<file path="config.mk">
export PLATFORM = sky130hd
export DESIGN_NAME = axi_write_arbiter
export DESIGN_NICKNAME = d
export VERILOG_FILES = /design/src/rtl/axi_ic_pkg.sv /design/src/rtl/axi_addr_decode.sv /design/src/rtl/axi_write_arbiter.sv
export SDC_FILE = /design/constraint.sdc
export NUM_CORES = 1
export LEC_CHECK = 0
export CORE_MARGIN = 4
export CORE_UTILIZATION = 46
export CTS_CLUSTER_DIAMETER = 30
export DETAILED_ROUTE_END_ITERATION = 6
export PLACE_DENSITY = 0.86
export REMOVE_ABC_BUFFERS = 1
export SLEW_MARGIN = 25
export SYNTH_ARGS = -nofsm -noshare
export SYNTH_HDL_FRONTEND = slang
export SYNTH_SLANG_ARGS = --single-unit
export TNS_END_PERCENT = 5
</file>
<file path="constraint.sdc">
create_clock -name clkk -period 4.8 [get_ports clkk]
set_clock_uncertainty 0.2 [all_clocks]
set_input_delay 1.44 -clock clkk [delete_from_list [all_inputs] [get_ports clkk]]
set_output_delay 1.44 -clock clkk [all_outputs]
set_load 0.01 [all_outputs]
</file>
<file path="src/rtl/axi_ic_pkg.sv">
// Shared definitions for the 2x2 AXI interconnect controllers (write and read paths).
package axi_ic_pkg;

  localparam logic [2:0] ST_IDLE     = 3'd0;
  localparam logic [2:0] ST_ADDR     = 3'd1;
  localparam logic [2:0] ST_DATA     = 3'd2;
  localparam logic [2:0] ST_RESP     = 3'd3;
  localparam logic [2:0] ST_ERR_ADDR = 3'd4;
  localparam logic [2:0] ST_ERR_DATA = 3'd5;
  localparam logic [2:0] ST_ERR_RESP = 3'd6;

  typedef enum logic [2:0] {
    IDLE     = ST_IDLE,
    ADDR     = ST_ADDR,
    DATA     = ST_DATA,
    RESP     = ST_RESP,
    ERR_ADDR = ST_ERR_ADDR,
    ERR_DATA = ST_ERR_DATA,
    ERR_RESP = ST_ERR_RESP
  } ctrl_state_e;

  localparam logic [1:0] RESP_DECERR = 2'b11;

  localparam logic MASTER_0 = 1'b0;
  localparam logic MASTER_1 = 1'b1;
  localparam logic SLAVE_0  = 1'b0;
  localparam logic SLAVE_1  = 1'b1;

endpackage

</file>
<file path="src/rtl/axi_addr_decode.sv">
// Combinational address-window decode for the two register-file slaves; S0 wins on overlap.
module axi_addr_decode
  import axi_ic_pkg::*;
#(
  parameter int ADDR_W = 32
) (
  input  logic [ADDR_W-1:0] addr,
  input  logic [ADDR_W-1:0] s0_lo,
  input  logic [ADDR_W-1:0] s0_hi,
  input  logic [ADDR_W-1:0] s1_lo,
  input  logic [ADDR_W-1:0] s1_hi,
  output logic              hit_s0,
  output logic              hit_s1,
  output logic              miss
);

  logic in_s0, in_s1;

  // An inverted window (lo > hi) is treated as disabled rather than wrapping.
  assign in_s0 = (s0_lo <= s0_hi) && (addr >= s0_lo) && (addr <= s0_hi);
  assign in_s1 = (s1_lo <= s1_hi) && (addr >= s1_lo) && (addr <= s1_hi);

  assign hit_s0 = in_s0;
  assign hit_s1 = in_s1 && !in_s0;
  assign miss   = !in_s0 && !in_s1;

endmodule

</file>
<file path="src/rtl/axi_write_arbiter.sv">
// Write-path controller: round-robin AW arbitration, slave decode, and AW/W/B sequencing
// of one transaction at a time; unmapped addresses are sunk locally and answered with DECERR.
module axi_write_arbiter
  import axi_ic_pkg::*;
#(
  parameter int         ADDR_W = 32,
  parameter logic [1:0] DECERR = RESP_DECERR
) (
  input  logic              clkk,
  input  logic              resett,
  input  logic [ADDR_W-1:0] slave0_addr1,
  input  logic [ADDR_W-1:0] slave0_addr2,
  input  logic [ADDR_W-1:0] slave1_addr1,
  input  logic [ADDR_W-1:0] slave1_addr2,
  input  logic [ADDR_W-1:0] M0_AWADDR,
  input  logic [ADDR_W-1:0] M1_AWADDR,
  input  logic              M0_AWVALID,
  input  logic              M1_AWVALID,
  input  logic              M0_WVALID,
  input  logic              M1_WVALID,
  input  logic              M0_WLAST,
  input  logic              M1_WLAST,
  input  logic              M0_BREADY,
  input  logic              M1_BREADY,
  input  logic              S0_AWREADY,
  input  logic              S1_AWREADY,
  input  logic              S0_WREADY,
  input  logic              S1_WREADY,
  input  logic              S0_BVALID,
  input  logic              S1_BVALID,
  output logic              S0_AWVALID,
  output logic              S1_AWVALID,
  output logic              S0_WVALID,
  output logic              S1_WVALID,
  output logic              S0_BREADY,
  output logic              S1_BREADY,
  output logic              M0_AWREADY,
  output logic              M1_AWREADY,
  output logic              M0_WREADY,
  output logic              M1_WREADY,
  output logic              M0_BVALID,
  output logic              M1_BVALID,
  output logic              select_master_write,
  output logic              select_slave_write,
  output logic              resp_override,
  output logic              busy
);

  ctrl_state_e       state, next_state;
  logic              grant, target, rr_ptr;
  logic              any_req, next_grant;
  logic [ADDR_W-1:0] req_addr;
  logic              hit_s0, hit_s1, miss;

  logic mg_awvalid, mg_wvalid, mg_wlast, mg_bready;
  logic sx_awready, sx_wready, sx_bvalid;
  logic s_awvalid, s_wvalid, s_bready;
  logic m_awready, m_wready, m_bvalid;

  // Lone requester wins outright; on contention rr_ptr picks the master.
  assign any_req    = M0_AWVALID || M1_AWVALID;
  assign next_grant = M1_AWVALID && (!M0_AWVALID || rr_ptr);
  assign req_addr   = next_grant ? M1_AWADDR : M0_AWADDR;

  axi_addr_decode #(.ADDR_W(ADDR_W)) u_decode (
    .addr   (req_addr),
    .s0_lo  (slave0_addr1),
    .s0_hi  (slave0_addr2),
    .s1_lo  (slave1_addr1),
    .s1_hi  (slave1_addr2),
    .hit_s0 (hit_s0),
    .hit_s1 (hit_s1),
    .miss   (miss)
  );

  assign mg_awvalid = (grant == MASTER_1) ? M1_AWVALID : M0_AWVALID;
  assign mg_wvalid  = (grant == MASTER_1) ? M1_WVALID  : M0_WVALID;
  assign mg_wlast   = (grant == MASTER_1) ? M1_WLAST   : M0_WLAST;
  assign mg_bready  = (grant == MASTER_1) ? M1_BREADY  : M0_BREADY;
  assign sx_awready = (target == SLAVE_1) ? S1_AWREADY : S0_AWREADY;
  assign sx_wready  = (target == SLAVE_1) ? S1_WREADY  : S0_WREADY;
  assign sx_bvalid  = (target == SLAVE_1) ? S1_BVALID  : S0_BVALID;

  always_ff @(posedge clkk or posedge resett) begin
    if (resett) begin
      state  <= IDLE;
      grant  <= MASTER_0;
      target <= SLAVE_0;
      rr_ptr <= MASTER_0;
    end else begin
      state <= next_state;
      if (state == IDLE && any_req) begin
        grant  <= next_grant;
        target <= hit_s1 ? SLAVE_1 : SLAVE_0;
      end
      if (state == RESP && sx_bvalid && mg_bready)
        rr_ptr <= ~grant;
      else if (state == ERR_RESP && mg_bready)
        rr_ptr <= ~rr_ptr;
    end
  end

  // Within a state the handshake paths are pure wires, so no cycles are added per beat.
  always_comb begin
    next_state    = state;
    s_awvalid     = 1'b0;
    s_wvalid      = 1'b0;
    s_bready      = 1'b0;
    m_awready     = 1'b0;
    m_wready      = 1'b0;
    m_bvalid      = 1'b0;
    resp_override = 1'b0;
    case (state)
      IDLE:
        if (any_req) next_state = miss ? ERR_ADDR : ADDR;
      ADDR: begin
        s_awvalid = mg_awvalid;
        m_awready = sx_awready;
        if (mg_awvalid && sx_awready) next_state = DATA;
      end
      DATA: begin
        s_wvalid = mg_wvalid;
        m_wready = sx_wready;
        if (mg_wvalid && sx_wready && mg_wlast) next_state = RESP;
      end
      RESP: begin
        m_bvalid = sx_bvalid;
        s_bready = mg_bready;
        if (sx_bvalid && mg_bready) next_state = IDLE;
      end
      ERR_ADDR: begin
        m_awready  = 1'b1;
        next_state = ERR_DATA;
      end
      ERR_DATA: begin
        m_wready = 1'b1;
        if (mg_wvalid && mg_wlast) next_state = ERR_RESP;
      end
      ERR_RESP: begin
        m_bvalid      = 1'b1;
        resp_override = 1'b1;
        if (mg_bready) next_state = IDLE;
      end
      default: next_state = IDLE;
    endcase
  end

  assign S0_AWVALID = s_awvalid && (target == SLAVE_0);
  assign S1_AWVALID = s_awvalid && (target == SLAVE_1);
  assign S0_WVALID  = s_wvalid  && (target == SLAVE_0);
  assign S1_WVALID  = s_wvalid  && (target == SLAVE_1);
  assign S0_BREADY  = s_bready  && (target == SLAVE_0);
  assign S1_BREADY  = s_bready  && (target == SLAVE_1);
  assign M0_AWREADY = m_awready && (grant == MASTER_0);
  assign M1_AWREADY = m_awready && (grant == MASTER_1);
  assign M0_WREADY  = m_wready  && (grant == MASTER_0);
  assign M1_WREADY  = m_wready  && (grant == MASTER_1);
  assign M0_BVALID  = m_bvalid  && (grant == MASTER_0);
  assign M1_BVALID  = m_bvalid  && (grant == MASTER_1);

  assign select_master_write = grant;
  assign select_slave_write  = target;
  assign busy                = (state != IDLE);

endmodule
</file>
Word-level counts from Yosys, hierarchy flattened

Index checks and enable logic that the tools add are counted.

Word-level logic and storage cells: 88
Flip-flop bits (word level): 6
Output and inout bits: 16
Input bits: 208

Equality and inequality tests: 12
Bitwise logic cells: 3
Reductions and logical operators: 37
Magnitude comparators: 6
Mux-type cells: 26

Operators with widths:

| kind                 | number |
|---|---|
| $le A32 B32 Y1       | 4 |
| $ge A32 B32 Y1       | 2 |
| $mux W32             | 1 |
| $logic_and A1 B1 Y1  | 28 |
| $mux W3              | 7 |
| $pmux W3 S7          | 1 |
| $mux W1              | 14 |
| $ne A2 B2 Y1 const B | 5 |
| $eq A3 B3 Y1 const B | 3 |
| $eq A3 B2 Y1 const B | 2 |
| $pmux W1 S2          | 3 |
| $reduce_and A6 Y1    | 1 |
| $eq A3 B1 Y1 const B | 1 |
| $logic_not A1 Y1     | 3 |
| $logic_not A3 Y1     | 1 |
| $not A1 Y1           | 3 |
| $reduce_bool A3 Y1   | 1 |
| $logic_or A1 B1 Y1   | 2 |
| $ne A2 B1 Y1 const B | 1 |
| $reduce_bool A2 Y1   | 1 |

Logic depth before layout (Yosys ltp)

Word-level depth: 12
Mapped depth: 13
Gate-level depth less buffers: 12

By module

A second synthesis with hierarchy kept.

Cells, all modules: 720
Area, all modules: 5587.9 µm²

By module, submodules not included:

| module            | times used | area each (µm²) | cells each |
|---|---|---|---|
| axi_addr_decode   | 1          | 4598.2          | 607 |
| axi_write_arbiter | 1          | 989.7           | 113 |

Worst setup path after synthesis

OpenSTA, ideal clock, no wires.

Path kind: input port to flip-flop
Start: in M0_AWVALID
End: reg state[0]
Stages on the path: 11
Data arrival time: 4.265 ns
Buffers on the path: 1
Data required time: 4.476 ns
Setup slack: 0.211 ns
Cell sequence: inv_1 o21ai_1 clkbuf_1 mux2_2 ha_1 and4_1 nand2_1 or4_1 nand3b_1 and3b_1 o31a_1

Cells in the longest elaborated chain, start to end: 12

RTL lines:

| item                                                       | line                                         | source |
|---|---|---|
| from (decl)                                                | axi_write_arbiter.sv:17                      | `input logic M0_AWVALID,` |
| $logic_not A1 Y1                                           | axi_write_arbiter.sv:62                      | `assign next_grant = M1_AWVALID && (!M0_AWVALID \|\| rr_ptr);` |
| $logic_or A1 B1 Y1                                         | axi_write_arbiter.sv:62                      |  |
| $logic_and A1 B1 Y1                                        | axi_write_arbiter.sv:62                      |  |
| $mux W32                                                   | axi_write_arbiter.sv:63                      | `assign req_addr = next_grant ? M1_AWADDR : M0_AWADDR;` |
| $ge A32 B32 Y1, on equally long branches                   | axi_addr_decode.sv:20, axi_addr_decode.sv:21 |  |
| $logic_and A1 B1 Y1, on equally long branches (2 in a row) | axi_addr_decode.sv:20, axi_addr_decode.sv:21 |  |
| $logic_not A1 Y1                                           | axi_addr_decode.sv:25                        | `assign miss = !in_s0 && !in_s1;` |
| $logic_and A1 B1 Y1                                        | axi_addr_decode.sv:25                        |  |
| $mux W3 (2 in a row)                                       | axi_write_arbiter.sv:115                     | `if (any_req) next_state = miss ? ERR_ADDR : ADDR;` |
| $pmux W3 S7                                                | axi_write_arbiter.sv:113                     | `case (state)` |
| to (signal assigned)                                       | axi_write_arbiter.sv:91                      | `state <= next_state;` |
| to (decl)                                                  | axi_write_arbiter.sv:49                      | `ctrl_state_e state, next_state;` |

Parallel ways exist; a longest one is shown, timed or not. The select of a mux whose other input is x is not followed.
A chain may end at the register's enable or synchronous reset.

Worst setup path in the final report

Start: in S1_BVALID
End: out M1_BVALID

Cells in the longest elaborated chain, start to end: 3

RTL lines:

| item                | line                     | source |
|---|---|---|
| from (decl)         | axi_write_arbiter.sv:30  | `input logic S1_BVALID,` |
| $mux W1             | axi_write_arbiter.sv:82  | `assign sx_bvalid = (target == SLAVE_1) ? S1_BVALID : S0_BVALID;` |
| $pmux W1 S2         | axi_write_arbiter.sv:113 |  |
| $logic_and A1 B1 Y1 | axi_write_arbiter.sv:159 | `assign M1_BVALID = m_bvalid && (grant == MASTER_1);` |
| to (decl)           | axi_write_arbiter.sv:42  | `output logic M1_BVALID,` |

No other way between the ends.

==> impl_metrics.env <==
export IMPL_criticalPathCategory="in2out"
export IMPL_synthFlopType="dfrtp_1"
export IMPL_p_sw_mw=0.7244
export IMPL_slew_viol_final=0
export IMPL_crit_arrival_ns=3.04
export IMPL_routed_wl_um=19750
export IMPL_drtPass1Iterations=5
export IMPL_grt_antenna_before_repair=0
export IMPL_syn2layout_area_growth_pct=53.80
export IMPL_worst_pin_slew_ns=0.7919
export IMPL_drt_initial_drc_count=279
export IMPL_grt_max_degree=18
export IMPL_status="finished, final reports clean"
export IMPL_hold_viol_final=0
export IMPL_r2r_cells=14
export IMPL_finalSetupTns_ns=0
export IMPL_rows=39
export IMPL_syn_area_sq_um=5505
export IMPL_end_kind="output pin"
export IMPL_die_w_um=117.4
export IMPL_p_int_mw=0.8596
export IMPL_p_seq_share_pct=9.7
export IMPL_clk_latency_ns=0.23
export IMPL_crit_chain="clkdlybuf4s50_1 -> mux2_2 -> nand2_1 -> nor2_1 -> or2_2 -> and2_1 -> dlygate4sd2_1"
export IMPL_fin_util_pct=73.21
export IMPL_htreeDepth=1
export IMPL_syn_inst=729
export IMPL_die_area_sq_um=13780
export IMPL_slowest_delay_ns=0.41
export IMPL_combPwrFrac_pct=81.7
export IMPL_core_sq_um=11560
export IMPL_die_h_um=117.4
export IMPL_viasPerCell=5.682
export IMPL_ant_nets=0
export IMPL_async_reset_ff_share_pct=100.0
export IMPL_wl_per_cell_um=17.48
export IMPL_cap_violations=0
export IMPL_num_vias=6421
export IMPL_ys_warn_count=0
export IMPL_port_buffers=223
export IMPL_synth_avg_cell_area_sq_um=7.552
export IMPL_stdcell_count=1130
export IMPL_finalSetupViolations=0
export IMPL_ys_seq_elements=6
export IMPL_n_fill_cell=880
export IMPL_period_minus_slack_ns=4.677
export IMPL_synth_edff_count=0
export IMPL_seq_area_frac_synth_pct=2.727
export IMPL_clock_path_buffers=2
export IMPL_dp_cells=1122
export IMPL_cp_data_required_time_ns=3.16
export IMPL_detailed_place_hpwl_um=17390
export IMPL_p_per_area_nw_per_um2=187.1
export IMPL_grt_setup_unrepaired="no"
export IMPL_timing_fmax_mhz=213.8
export IMPL_total_power_mw=1.584
export IMPL_place_gp_congestion=0.9293
export IMPL_antennaDiodeCount=0
export IMPL_hold_path_class="reg2reg"
export IMPL_final_cell_mix="clkdlybuf4s50_1, ha_1, inv_1, a21oi_1, nand2_1"
export IMPL_gr_usage_all_layers_pct=26.81
export IMPL_cp_max_fo=3
export IMPL_cts_tree="built"
export IMPL_numCtsBuffers=3
export IMPL_swShare_pct=45.73
export IMPL_grt_pass1_vias=6683
export IMPL_fin_crit_sh_pct=97.43
export IMPL_nets=1389
export IMPL_p_leak_nw=4.356
export IMPL_io_pins=224
export IMPL_min_path_cells=2
export IMPL_cts_sinks=6
export IMPL_path_clk_slew_ns=0.03
export IMPL_final_common_cell="clkdlybuf4s50_1"
export IMPL_grt_pass1_wl_um=31100
export IMPL_post_route_drc_count=0
export IMPL_ir_drop_v=0.0001389
export IMPL_drive_gt1_share_pct=10.23
export IMPL_ys_types=51
export IMPL_pwr_share_clk_pct=8.6
export IMPL_slew_headroom_pct=45.84
export IMPL_cpMaxStageDelayCell="clkdlybuf4s50_1"
export IMPL_cts_root_buffer="clkbuf_16"
export IMPL_initial_core_util_pct=47.60
export IMPL_startpoint_type="primary input"
export IMPL_grt_overflow=0
==> critical path, delay by kind of cell <==
kind	cells	cell delay [ns]
and+or+nand+nor	4	0.64
muxes	1	0.27
buffers and inverters	2	0.69
==> registers in the layout (all words and copies together), names as in the netlist <==
name / flops
rr_ptr: 1
select_master_write: 1
select_slave_write: 1
state: 3
==> synth_stat cells, drive strengths merged (2+ instances only) <==
cell	n	area, sq um
a211oi	12	90.09
a21boi	3	22.52
nor2	23	86.33
a21oi	70	350.3
o22ai	2	12.51
nand3	14	70.07
and4	4	35.03
mux2i	5	50.05
nor2b	8	50.05
or2	2	12.51
a31oi	2	12.51
a2111oi	5	43.79
nor4	8	56.30
nor3	13	65.06
or3	3	18.77
o21a	2	15.01
a221oi	8	70.07
nand4	34	234.0
inv	142	533.0
o31ai	2	15.01
dfrtp	6	150.1
or4	3	30.03
ha	192	2402
clkbuf	9	33.78
nand3b	2	15.01
mux2	33	371.6
o21ai	37	185.2
nand2	49	183.9
a22o	2	17.52
a21o	18	135.1
==> through the flow <==
stage	area, sq um	setup WS [ns]	hold slack (ns)
final	8467	0.1235	0.5178
after global routing	8467	0.07026	0.5306
after CTS	8269	-0.006972	0.5134
after detailed placement	8189	-0.2935	0.4641
after global placement	8189	-0.2483	0.3970
after floorplan	5472	-0.6856	0.3136
==> power by group through the flow <==
stage | clock, mW | combinational [mW] | sequential [mW]
6_report | 0.136 | 1.29 | 0.154
5_1_grt | 0.140 | 1.42 | 0.160
4_1_cts | 0.137 | 1.23 | 0.151
3_5_place_dp | 0 | 1.22 | 0.151
3_3_place_gp | 0 | 1.18 | 0.148
2_1_floorplan | 0 | 0.684 | 0.132
==> layer usage <==
| metal | track usage [%] | wire, um | vias up |
|---|---|---|---|
| met4 | 9.457 | 703 | 0 |
| met3 | 5.823 | 1662 | 55 |
| met2 | 49.35 | 9601 | 297 |
| met1 | 30.37 | 7782 | 2893 |
| li1 | - | - | 3176 |
| met5 | 0 | 0 | - |
==> repair_timing <==
| action | in CTS | in global routing |
|---|---|---|
| pin swaps | 2 | 18 |
| resized for setup | 4 | 34 |
| setup buffers | 0 | 4 |
| gates cloned | 0 | 1 |
| setup endpoints to repair | 5 | 6 |
| hold buffers | 0 | 0 |
==> final cells by class <==
type / count / area (sq um) / area share (%)
inverter: 142 / 533.0 / 6.295
multi-input combinational: 572 / 4921 / 58.12
sequential: 6 / 150.1 / 1.773
timing repair buffer: 264 / 2609 / 30.81
clock buffer: 3 / 75.07 / 0.8867
tap: 143 / 178.9 / 2.113
==> cell families (layout without fill, tap and decap cells) <==
group / after synthesis / after routing / synth area share [%]
buffers and inverters: 151 / 409 / 10.30
AO/OA/AOI/OAI: 172 / 172 / 19.09
XOR/XNOR: 1 / 1 / 0.1591
flip-flops: 6 / 6 / 2.727
AND/OR/NAND/NOR: 168 / 168 / 16.25
multiplexers: 38 / 38 / 7.659
adder cells (fa/ha/maj): 193 / 193 / 43.82
==> worst paths after layout <==
kind	startpoint	to	slack, ns
min	rr_ptr	select_master_write	0.52
max	S1_BVALID	M1_BVALID	0.12
max reg2reg	rr_ptr	state[0]	1.28
min in group asynchronous	resett	state[1]	1.27
max in group asynchronous	resett	state[2]	2.93
min reg2reg	rr_ptr	select_master_write	0.52
Power figures use the tool's default switching activity.
